File: src/rtl/rtl_kernel_ctrl_multi.sv
// Kernel ap_ctrl sequencer: fans ap_start out to N channel engines, gathers masked
// per-channel done, supports hs/chain handshakes and aborts a run on a cycle timeout.
module rtl_kernel_ctrl_multi #(
  parameter int C_NUM_CHANNELS  = 4,
  parameter int C_MODE_CHAIN    = 0,
  parameter int C_TIMEOUT_WIDTH = 32
) (
  input  logic                       ap_clk,
  input  logic                       ap_rst_n,
  input  logic                       ap_start,
  input  logic                       ap_continue,
  output logic                       ap_idle,
  output logic                       ap_done,
  output logic                       ap_ready,
  input  logic [C_NUM_CHANNELS-1:0]  chan_enable,
  input  logic [C_TIMEOUT_WIDTH-1:0] timeout_cycles,
  output logic [C_NUM_CHANNELS-1:0]  chan_start,
  input  logic [C_NUM_CHANNELS-1:0]  chan_done,
  output logic [C_NUM_CHANNELS-1:0]  chan_done_seen,
  output logic                       timeout_err,
  output logic [C_TIMEOUT_WIDTH-1:0] cycle_count
);

  localparam int N = C_NUM_CHANNELS;
  localparam int W = C_TIMEOUT_WIDTH;

  typedef enum logic [1:0] {S_IDLE, S_RUN, S_DONE} state_t;

  state_t         state, state_nxt;
  logic [1:0]     rst_sync;
  logic           rst_int_n;
  logic           start_r;
  logic           empty_pend;
  logic [N-1:0]   mask;
  logic [W-1:0]   tmo;
  logic           start_pulse;
  logic [N-1:0]   done_now;
  logic [N-1:0]   seen_nxt;
  logic           complete;
  logic           tmo_hit;
  logic           cont_ok;
  logic           accept;
  logic           finish;
  logic           fire_empty;
  logic           release_done;

  // Reset asserts asynchronously but leaves reset in step with ap_clk.
  always_ff @(posedge ap_clk or negedge ap_rst_n) begin
    if (!ap_rst_n) rst_sync <= 2'b00;
    else           rst_sync <= {rst_sync[0], 1'b1};
  end
  assign rst_int_n = rst_sync[1];

  assign start_pulse = ap_start & ~start_r;
  assign done_now    = chan_done & mask;
  assign seen_nxt    = chan_done_seen | done_now;
  assign complete    = (seen_nxt == mask);
  assign tmo_hit     = (tmo != '0) && (cycle_count == tmo - 1'b1) && !complete;
  assign cont_ok     = (C_MODE_CHAIN == 0) || ap_continue;
  assign ap_idle     = (state != S_RUN);

  always_ff @(posedge ap_clk or negedge rst_int_n) begin
    if (!rst_int_n) state <= S_IDLE;
    else            state <= state_nxt;
  end

  always_comb begin
    state_nxt    = state;
    accept       = 1'b0;
    finish       = 1'b0;
    fire_empty   = 1'b0;
    release_done = 1'b0;
    case (state)
      S_IDLE: begin
        if (start_pulse) begin
          accept    = 1'b1;
          state_nxt = (chan_enable == '0) ? S_DONE : S_RUN;
        end
      end
      S_RUN: begin
        if (complete || tmo_hit) begin
          finish    = 1'b1;
          state_nxt = S_DONE;
        end
      end
      S_DONE: begin
        // An empty run spends one DONE cycle before raising ap_done.
        if (empty_pend) begin
          fire_empty = 1'b1;
        end else if (cont_ok) begin
          release_done = 1'b1;
          state_nxt    = S_IDLE;
        end
      end
      default: state_nxt = S_IDLE;
    endcase
  end

  always_ff @(posedge ap_clk or negedge rst_int_n) begin
    if (!rst_int_n) begin
      start_r        <= 1'b0;
      chan_start     <= '0;
      chan_done_seen <= '0;
      timeout_err    <= 1'b0;
      cycle_count    <= '0;
      ap_done        <= 1'b0;
      ap_ready       <= 1'b0;
      empty_pend     <= 1'b0;
    end else begin
      start_r    <= ap_start;
      chan_start <= accept ? chan_enable : '0;
      ap_ready   <= finish | fire_empty;
      if (finish || fire_empty) ap_done <= 1'b1;
      else if (release_done)    ap_done <= 1'b0;
      if (accept) begin
        chan_done_seen <= '0;
        timeout_err    <= 1'b0;
        cycle_count    <= '0;
        empty_pend     <= (chan_enable == '0);
      end
      if (state == S_DONE) empty_pend <= 1'b0;
      if (state == S_RUN) begin
        chan_done_seen <= seen_nxt;
        // The exit cycle is not counted, so a timeout leaves cycle_count at tmo-1.
        if (!finish && (cycle_count != '1)) cycle_count <= cycle_count + 1'b1;
        if (tmo_hit) timeout_err <= 1'b1;
      end
    end
  end

  // Run parameters are captured at acceptance and need no reset value.
  always_ff @(posedge ap_clk) begin
    if (accept) begin
      mask <= chan_enable;
      tmo  <= timeout_cycles;
    end
  end

endmodule

File: config.mk
export PLATFORM = sky130hd
export DESIGN_NAME = rtl_kernel_ctrl_multi
export DESIGN_NICKNAME = d
export VERILOG_FILES = /design/src/rtl/rtl_kernel_ctrl_multi.sv
export SDC_FILE = /design/constraint.sdc
export NUM_CORES = 1
export LEC_CHECK = 0
export BUFFER_PORTS_ARGS = -buffer_cell sky130_fd_sc_hd__buf_2
export CORE_MARGIN = 2
export CORE_UTILIZATION = 55
export CTS_CLUSTER_SIZE = 25
export DETAILED_ROUTE_END_ITERATION = 10
export GPL_ROUTABILITY_DRIVEN = 1
export PLACE_DENSITY = 0.91
export SLEW_MARGIN = 20
export SYNTH_ARGS = -nofsm -noshare
export SYNTH_HDL_FRONTEND = slang
export SYNTH_SLANG_ARGS = --single-unit
File: constraint.sdc
create_clock -name ap_clk -period 2.9 [get_ports ap_clk]
set_input_delay 0.29 -clock ap_clk [delete_from_list [all_inputs] [get_ports ap_clk]]
set_output_delay 0.29 -clock ap_clk [all_outputs]
set_load 0.1 [all_outputs]
==> results of run 1 <==
-- critical path: stages, from the launching register on --
cell and delay, ps:
edfxtp_1 500, or3_1 430, or3_1 400, a2111o_1 450, a222oi_1 390, nand4_1 180, and4bb_4 380, a21boi_4 110
buf_6 150, a21oi_4 230, a221o_1 240
-- layout by cell type, fill, tap and decap left out, types with 8 or more instances in the layout --
master,Yosys,final
buf_4,0,91
buf_2,4,86
edfxtp_1,36,36
xnor2_1,34,34
nand2_1,33,33
nand3_1,33,30
dfrtp_1,49,30
nor2_1,28,26
inv_1,25,25
nor3_1,18,17
or3_1,13,13
dfrtp_4,0,13
xor2_1,12,12
and3_1,11,11
buf_6,1,11
or4_4,1,10
o21ai_0,18,9
mux2i_1,9,9
clkbuf_8,0,9
and2_1,8,8
-- registers in the layout (all words and copies together) (netlist names), 2 cells and up --
register and cells:
chan_done_seen 4, cycle_count 32, state 2, rst_sync 2, chan_start 4, mask 4, tmo 32
-- repair_timing --
| action | in CTS | in global routing |
|---|---|---|
| hold endpoints to repair | 2 | 0 |
| gates cloned | 1 | 1 |
| resized for setup | 30 | 38 |
| buffers inserted | 7 | 7 |
| hold buffers | 1 | 0 |
| endpoints found under the setup margin | 36 | 37 |
| pin swaps | 5 | 15 |
-- synthesized netlist by cell type (3+ instances only) --
library cell / n / area, um2
nand2_1: 33 / 123.9
and2_1: 8 / 50.05
or3_1: 13 / 81.33
or4_1: 14 / 105.1
ha_1: 3 / 37.54
o21ai_0: 18 / 90.09
clkbuf_1: 9 / 33.78
a221o_1: 5 / 50.05
dfrtp_1: 49 / 1226
xor2_1: 12 / 105.1
o22ai_1: 7 / 43.79
buf_2: 4 / 20.02
a22oi_1: 3 / 22.52
o211ai_1: 6 / 45.04
xnor2_1: 34 / 297.8
inv_1: 25 / 93.84
nor4_1: 11 / 68.82
a31oi_1: 3 / 18.77
nor3_1: 18 / 90.09
a21oi_1: 8 / 40.04
a22o_1: 3 / 26.28
and3_1: 11 / 68.82
and4_1: 3 / 26.28
nand2b_1: 5 / 31.28
edfxtp_1: 36 / 1081
nand3_1: 33 / 165.2
o221ai_1: 10 / 87.58
nand4_1: 6 / 37.54
nor2_1: 28 / 105.1
mux2i_1: 9 / 90.09
o31ai_1: 4 / 30.03
-- stage by stage --
step                      cell area, um2  std cells  hold slack (ps)
after CTS                           6516        772            34.73
after global routing                6739        780            36.10
after floorplan                     4941        478           -5.591
final                               6739        780            44.08
after detailed placement            6115        747            75.56
after global placement              6115        747            74.97
-- metal layers --
layer / part of all wire (%) / vias up / track usage, %
met1: 35 / 2502 / 41.89
li1: - / 2193 / -
met5: 0 / - / 0
met4: 7.2 / 0 / 19.76
met2: 47 / 454 / 53.95
met3: 11 / 148 / 7.015
-- how the worst max path moves through the flow --
stage	to	slack, ps	startpoint
floorplan	cycle_count[14]	-190	tmo[25]
global route	cycle_count[12]	-1010	tmo[3]
CTS	cycle_count[12]	-300	tmo[15]
global placement	cycle_count[1]	-270	tmo[25]
detailed placement	cycle_count[23]	-430	tmo[3]
finish	cycle_count[12]	-650	tmo[16]
-- cell families after synthesis --
kind of cell             count (synthesis)  share of synthesized area [%]
AO/OA/AOI/OAI                           92                          14.29
XOR/XNOR                                46                          8.333
adder cells (fa/ha/maj)                  3                         0.7765
buffers and inverters                   40                          3.364
flip-flops                              85                          47.72
multiplexers                             9                          1.863
other                                    1                        0.07757
AND/OR/NAND/NOR                        202                          23.58
-- where the power goes --
part	internal [uW]	switching (uW)
Clock	401	488
Combinational	853	1980
Sequential	1500	271
Total	2750	2740
-- final cells by class --
cell class / instances / area, um2 / area share (%)
repair buffers: 192 / 1315 / 19.51
clock buffers: 9 / 123.9 / 1.838
well taps: 108 / 135.1 / 2.005
multi-input cells: 353 / 2634 / 39.08
flip-flops and latches: 85 / 2364 / 35.07
inverters: 26 / 97.59 / 1.448
clock inverters: 7 / 70.07 / 1.040
==> summary.md, run 1 <==
| Metric | Value |
|---|---|
| Die area | around 9600 um2 |
| Unrepaired setup endpoints after global routing | true |
| Via count | between 5k and 6k |
| Worst Hold End | start_r |
| Register area share after synthesis | a little under half |
| Number of cell rows | 34 |
| H-tree depth | 3 |
| Clk_lat worst skew | 390 ps |
| Fmax | roughly 280 MHz |
| Final setup violation count | 37 |
| Final Max Slew Viols | 0 |
| Worst-path clk slew | ~110 ps |
| Post-synth EDFFs | 36 |
| Min Tclk post-route | 3552 ps |
| Reg2reg start | tmo[16] |
| Worst setup EP type | register |
| CTS tree | done |
| Number of synthesized register bits | 85 |
| Die Y | 97.76 um |
| Post-Syn Instances | between 400 and 500 |
| Total core area | around 8600 um2 |
| Fillers | 485 |
| Status | complete, but fails checks |
| Setup_tns | -19630 ps |
| Max-slew headroom | between 40% and 50% |
| Main synth FF type | dfrtp_1 |
| Hpwl dp | roughly 11 mm |
| Top-Level Pins | between 80 and 90 |
| Crit path required time | 3200 ps |
| Vias per inst | around 6.8 |
| Worst Max-Slew Pin Slew | 871.1 ps |
| Detailed Routing Iterations Pass 1 | 7 |
| WL final | approximately 18 mm |
| Post-synthesis cell type count | 68 |
| Hold-critical path depth | 1 |
| Die width | between 90 and 100 um |
| CP Max Fanout | 7 |
| Layout cells sized above 1 | 41.67% |
| Total Routing Usage GR | 33.47% |
| GR Overflow Total | 0 |
| Leak | 0.002828 uW |
| First DRT Iteration DRCs | 648 |
| Hold Crit Class | input port to register |
| First-pass GRT wire length | about 25 mm |
| Crit share post-route | 122.5% |
| Antenna violations before repair | 0 |
| Largest net degree at the start of global routing | 48 |
| Worst reg2reg path endpoint | cycle_count[12] |
| Setup crit start kind | register |
| IO buf count | between 80 and 90 |
| CTS sink count | 85 |
| Min-delay src | ap_start |
| Worst Setup Slack, final | -651.8 ps |
| Yosys warns | 0 |
| Num CTS Buffers | 9 |
| Avg WL per Cell | between 20 and 25 um |
| DRC viols | 0 |
| Max-Cap Viols | 0 |
| Starting Density | between 50% and 60% |
| Worst slack, placed | -434.2 ps |
| FF-to-FF path depth | 10 |
| Antenna Cells | 0 |
| Clock buffer depth | 2 |
| Ys async rst share | ~58% |
| GPL Wtd Cong | around 0.96 |
| Post-synthesis net count | 525 |
| Total power draw | between 5000 and 6000 uW |
| Mapped Area | ~4800 um2 |
| CP arrival | approximately 3900 ps |
| Post-Syn Area per Cell | slightly above 10 um2 |
| WS Path Type | register to register |
| Final net count | a little over 700 |
| Hold Vio Cnt, Final | 0 |
| Number of global-route vias before repair | between 4k and 5k |
| Pwr Density | 815.1 nW/um2 |
| Root Buffer | clkbuf_8 |
| Worst VDD drop | slightly above 0.0008 V |
| Reg2Reg Setup Slack | -650 ps |
| Fin util | 78.04% |
| Layout Skew | approximately 25 ps |
| Antenna viol nets, final | 0 |
| Synth-to-layout area growth | 39.39% |
| Failing checks | setup timing |
Note: power is estimated with default switching activity, not from simulation.
==> run 2: changes to the inputs <==
Settings changed: BUFFER_PORTS_ARGS -buffer_cell sky130_fd_sc_hd__buf_2 to -buffer_cell sky130_fd_sc_hd__buf_4, CORE_UTILIZATION 55 to 45, PLACE_DENSITY 0.91 to 0.79.
==> run 2 against run 1 <==
Compared with the run above:
- the run still ends with setup timing left
- setup slack better by 370 ps
- non-clock buffer count is 1 higher
- largest cell class unchanged
- register-to-register slack better by 370 ps
- total power down 2.7%
- clock-buffer cell count did not move
- combinational power barely moved
- fmax rose by 12%
- final cell count increased by 3.7%
- routed wire length decreased by 13%
- utilization is 11 points lower
==> summary.md, run 2 (synthesized netlist as in run 1, its figures left out) <==
| Metric | Value |
|---|---|
| Antenna viol nets, final | 0 (unchanged) |
| Commonest non-fill, non-tap cell in the layout | buf_4 |
| CTS sink count | 85 (unchanged) |
| Crit path required time | 3130 ps (-70 ps) |
| Unrepaired setup endpoints after global routing | true |
| Worst VDD drop | 0.0006174 V (-24%) |
| Die width | 107.7 um (+10%) |
| Starting Density | 46.62% (-9.4 points) |
| Max-Cap Viols | 0 (unchanged) |
| Final std cells w/o fill | 809 (+3.7%) |
| Comb pwr share | 52.8% (+1.2 points) |
| Number of global-route vias before repair | 4768 (-4.2%) |
| Failing checks | setup timing |
| Via count | 4719 (-11%) |
| Layout cells sized above 1 | 41.31% (-0.36 points) |
| Clk_lat worst skew | 370 ps (-20 ps) |
| Switching power | 2623 uW (-4.3%) |
| Regs by FF count | cycle_count (32), tmo (32) |
| First DRT Iteration DRCs | 319 (-51%) |
| GPL Wtd Cong | 0.9122 (-4.9%) |
| Detailed Routing Iterations Pass 1 | 5 (-2) |
| Hpwl dp | 11.14 mm (+3.9%) |
| Worst slack, placed | -450.4 ps (-16.21 ps) |
| Synth-to-layout area growth | 43.50% |
| Worst-path clk slew | 90 ps (-20 ps) |
| Total core area | 10370 um2 (+20%) |
| Slowest stage delay, CP | 470 ps (-30 ps) |
| Setup crit start kind | register |
| Largest net degree at the start of global routing | 40 (-17%) |
| Status | complete, but fails checks |
| Antenna violations before repair | 0 (unchanged) |
| Hold Crit Class | input port to register |
| Pwr Density | 770.5 nW/um2 (-5.5%) |
| Clock buffer depth | 2 (unchanged) |
| Worst Max-Slew Pin Slew | 903.7 ps (+32.56 ps) |
| CP arrival | 3410 ps (-440 ps) |
| Total power draw | 5346 uW (-2.7%) |
| CP Cell Sequence | or3_1 > or3_1 > a2111o_1 > a222oi_1 > nand4_1 > and4bb_4 > buf_6 > a21boi_4 > buf_4 > buf_6 > nand3_1 > o21ai_0 |
| Root Buffer | clkbuf_8 |
| Max-slew headroom | 39.75% (-1.6 points) |
| Worst Setup Slack, final | -283.9 ps (+367.9 ps) |
| Final Max Slew Viols | 0 (unchanged) |
| Vias per inst | 5.833 (-14%) |
| Total Routing Usage GR | 27.45% (-6.0 points) |
| DRC viols | 0 (unchanged) |
| Register area | 2361 um2 (-0.11%) |
| Worst setup EP type | register |
| Final setup violation count | 37 (unchanged) |
| Die Y | 107.7 um (+10%) |
| Placed Cells | 782 (+4.7%) |
| WS Path Type | register to register |
| CP Max Fanout | 6 (-1) |
| Most frequent cells in the layout | 177 x buf_4, 36 x edfxtp_1, 34 x xnor2_1, 33 x nand2_1, 30 x dfrtp_1 |
| Hold Vio Cnt, Final | 0 (unchanged) |
| H-tree depth | 3 (unchanged) |
| Crit share post-route | 109.8% (-13 points) |
| Flop pwr share | 32.4% (+0.2 points) |
| Antenna Cells | 0 (unchanged) |
| Avg WL per Cell | 18.88 um (-16%) |
| Fmax | 314.1 MHz (+12%) |
| Clock power frac | 14.8% (-1.4 points) |
| First-pass GRT wire length | 24.60 mm (-2.4%) |
| Leak | 0.002839 uW (+0.39%) |
| WL final | 15.28 mm (-13%) |
| Fillers | 809 (+67%) |
| P_int | 2723 uW (-1.1%) |
| Die area | 11590 um2 (+21%) |
| Switch share | 49.06% (-0.83 points) |
| Min Tclk post-route | 3184 ps (-367.9 ps) |
| IO buf count | 86 (unchanged) |
| Fin util | 66.90% (-11 points) |
| Number of cell rows | 37 (+8.8%) |
| Final net count | 715 (+0.14%) |
| Layout Skew | 21.47 ps (-3.311 ps) |
| CTS tree | done |
| Multi-input logic area | 2597 um2 (-1.4%) |
| Slowest stage cell, crit path | edfxtp_1 |
| GR Overflow Total | 0 (unchanged) |
| Top-Level Pins | 88 (unchanged) |
| Num CTS Buffers | 9 (unchanged) |
-- run 2: cell count changes in the layout (fill, tap and decap cells not counted), sizes merged --
| cell | previous run | this run |
|---|---|---|
| clkbuf | 9 | 10 |
| bufinv | 1 | 0 |
| clkinvlp | 1 | 2 |
-- run 2: cell type report --
| class | count | area share, % |
|---|---|---|
| Tap cell | 136 | 2.453 |
| Sequential cell | 85 | 34.03 |
| Clock buffer | 9 | 1.785 |
| Timing Repair Buffer | 193 | 22.18 |
| Inverter | 26 | 1.407 |
| Clock inverter | 7 | 0.7033 |
| Multi-Input combinational cell | 353 | 37.44 |
-- run 2: power by group through the flow --
stage / combinational (uW) / sequential [uW] / clock, uW
after global routing: 2970 / 1760 / 851
after floorplan: 837 / 2640 / 0
after CTS: 2650 / 1720 / 805
after detailed placement: 2530 / 1740 / 0
after global placement: 2480 / 1730 / 0
final: 2820 / 1730 / 792
-- run 2: per-layer routing --
layer  routed length, um  track usage (%)  share of wire [%]
met2                7391            44.97                 48
met4                 499            10.44                3.3
met3                 938            4.358                6.1
met1                6446            36.63                 42
met5                   0                0                  0
-- run 2: final timing paths --
| kind | from | cells past startpoint | endpoint | slack [ps] |
|---|---|---|---|---|
| worst min-delay path | ap_start | 1 | start_r | 50 |
| max in group asynchronous | rst_sync[1] | 1 | cycle_count[20] | 1820 |
| min in group asynchronous | ap_rst_n | 2 | rst_sync[1] | 230 |
| worst min register to register | rst_sync[0] | 0 | rst_sync[1] | 360 |
| worst max register to register | tmo[15] | 12 | cycle_count[1] | -280 |
| worst max-delay path | tmo[15] | 12 | cycle_count[1] | -280 |
-- run 2: timing repair --
item | CTS | global route
cloned | 0 | 2
hold buffers | 1 | 0
endpoints found under the setup margin | 37 | 37
pin swaps | 23 | 8
endpoints found under the hold margin | 2 | 0
setup buffers | 5 | 3
resized for setup | 31 | 31
-- run 2: per-stage QoR --
step / area (um2) / hold slack, ps / TNS (ps)
2_1_floorplan: 4941 / -5.591 / -2698
3_3_place_gp: 6417 / 72.37 / -10600
3_5_place_dp: 6417 / 72.65 / -12430
4_1_cts: 6763 / 35.81 / -6111
5_1_grt: 6938 / 46.79 / -14370
6_report: 6938 / 50.30 / -7558
-- run 2: critical path: cells and delay by family, from the launching register on --
family,cells,cell delay (ps)
compound gates,4,910
buf+inv,3,380
flops,1,470
simple gates,5,1290
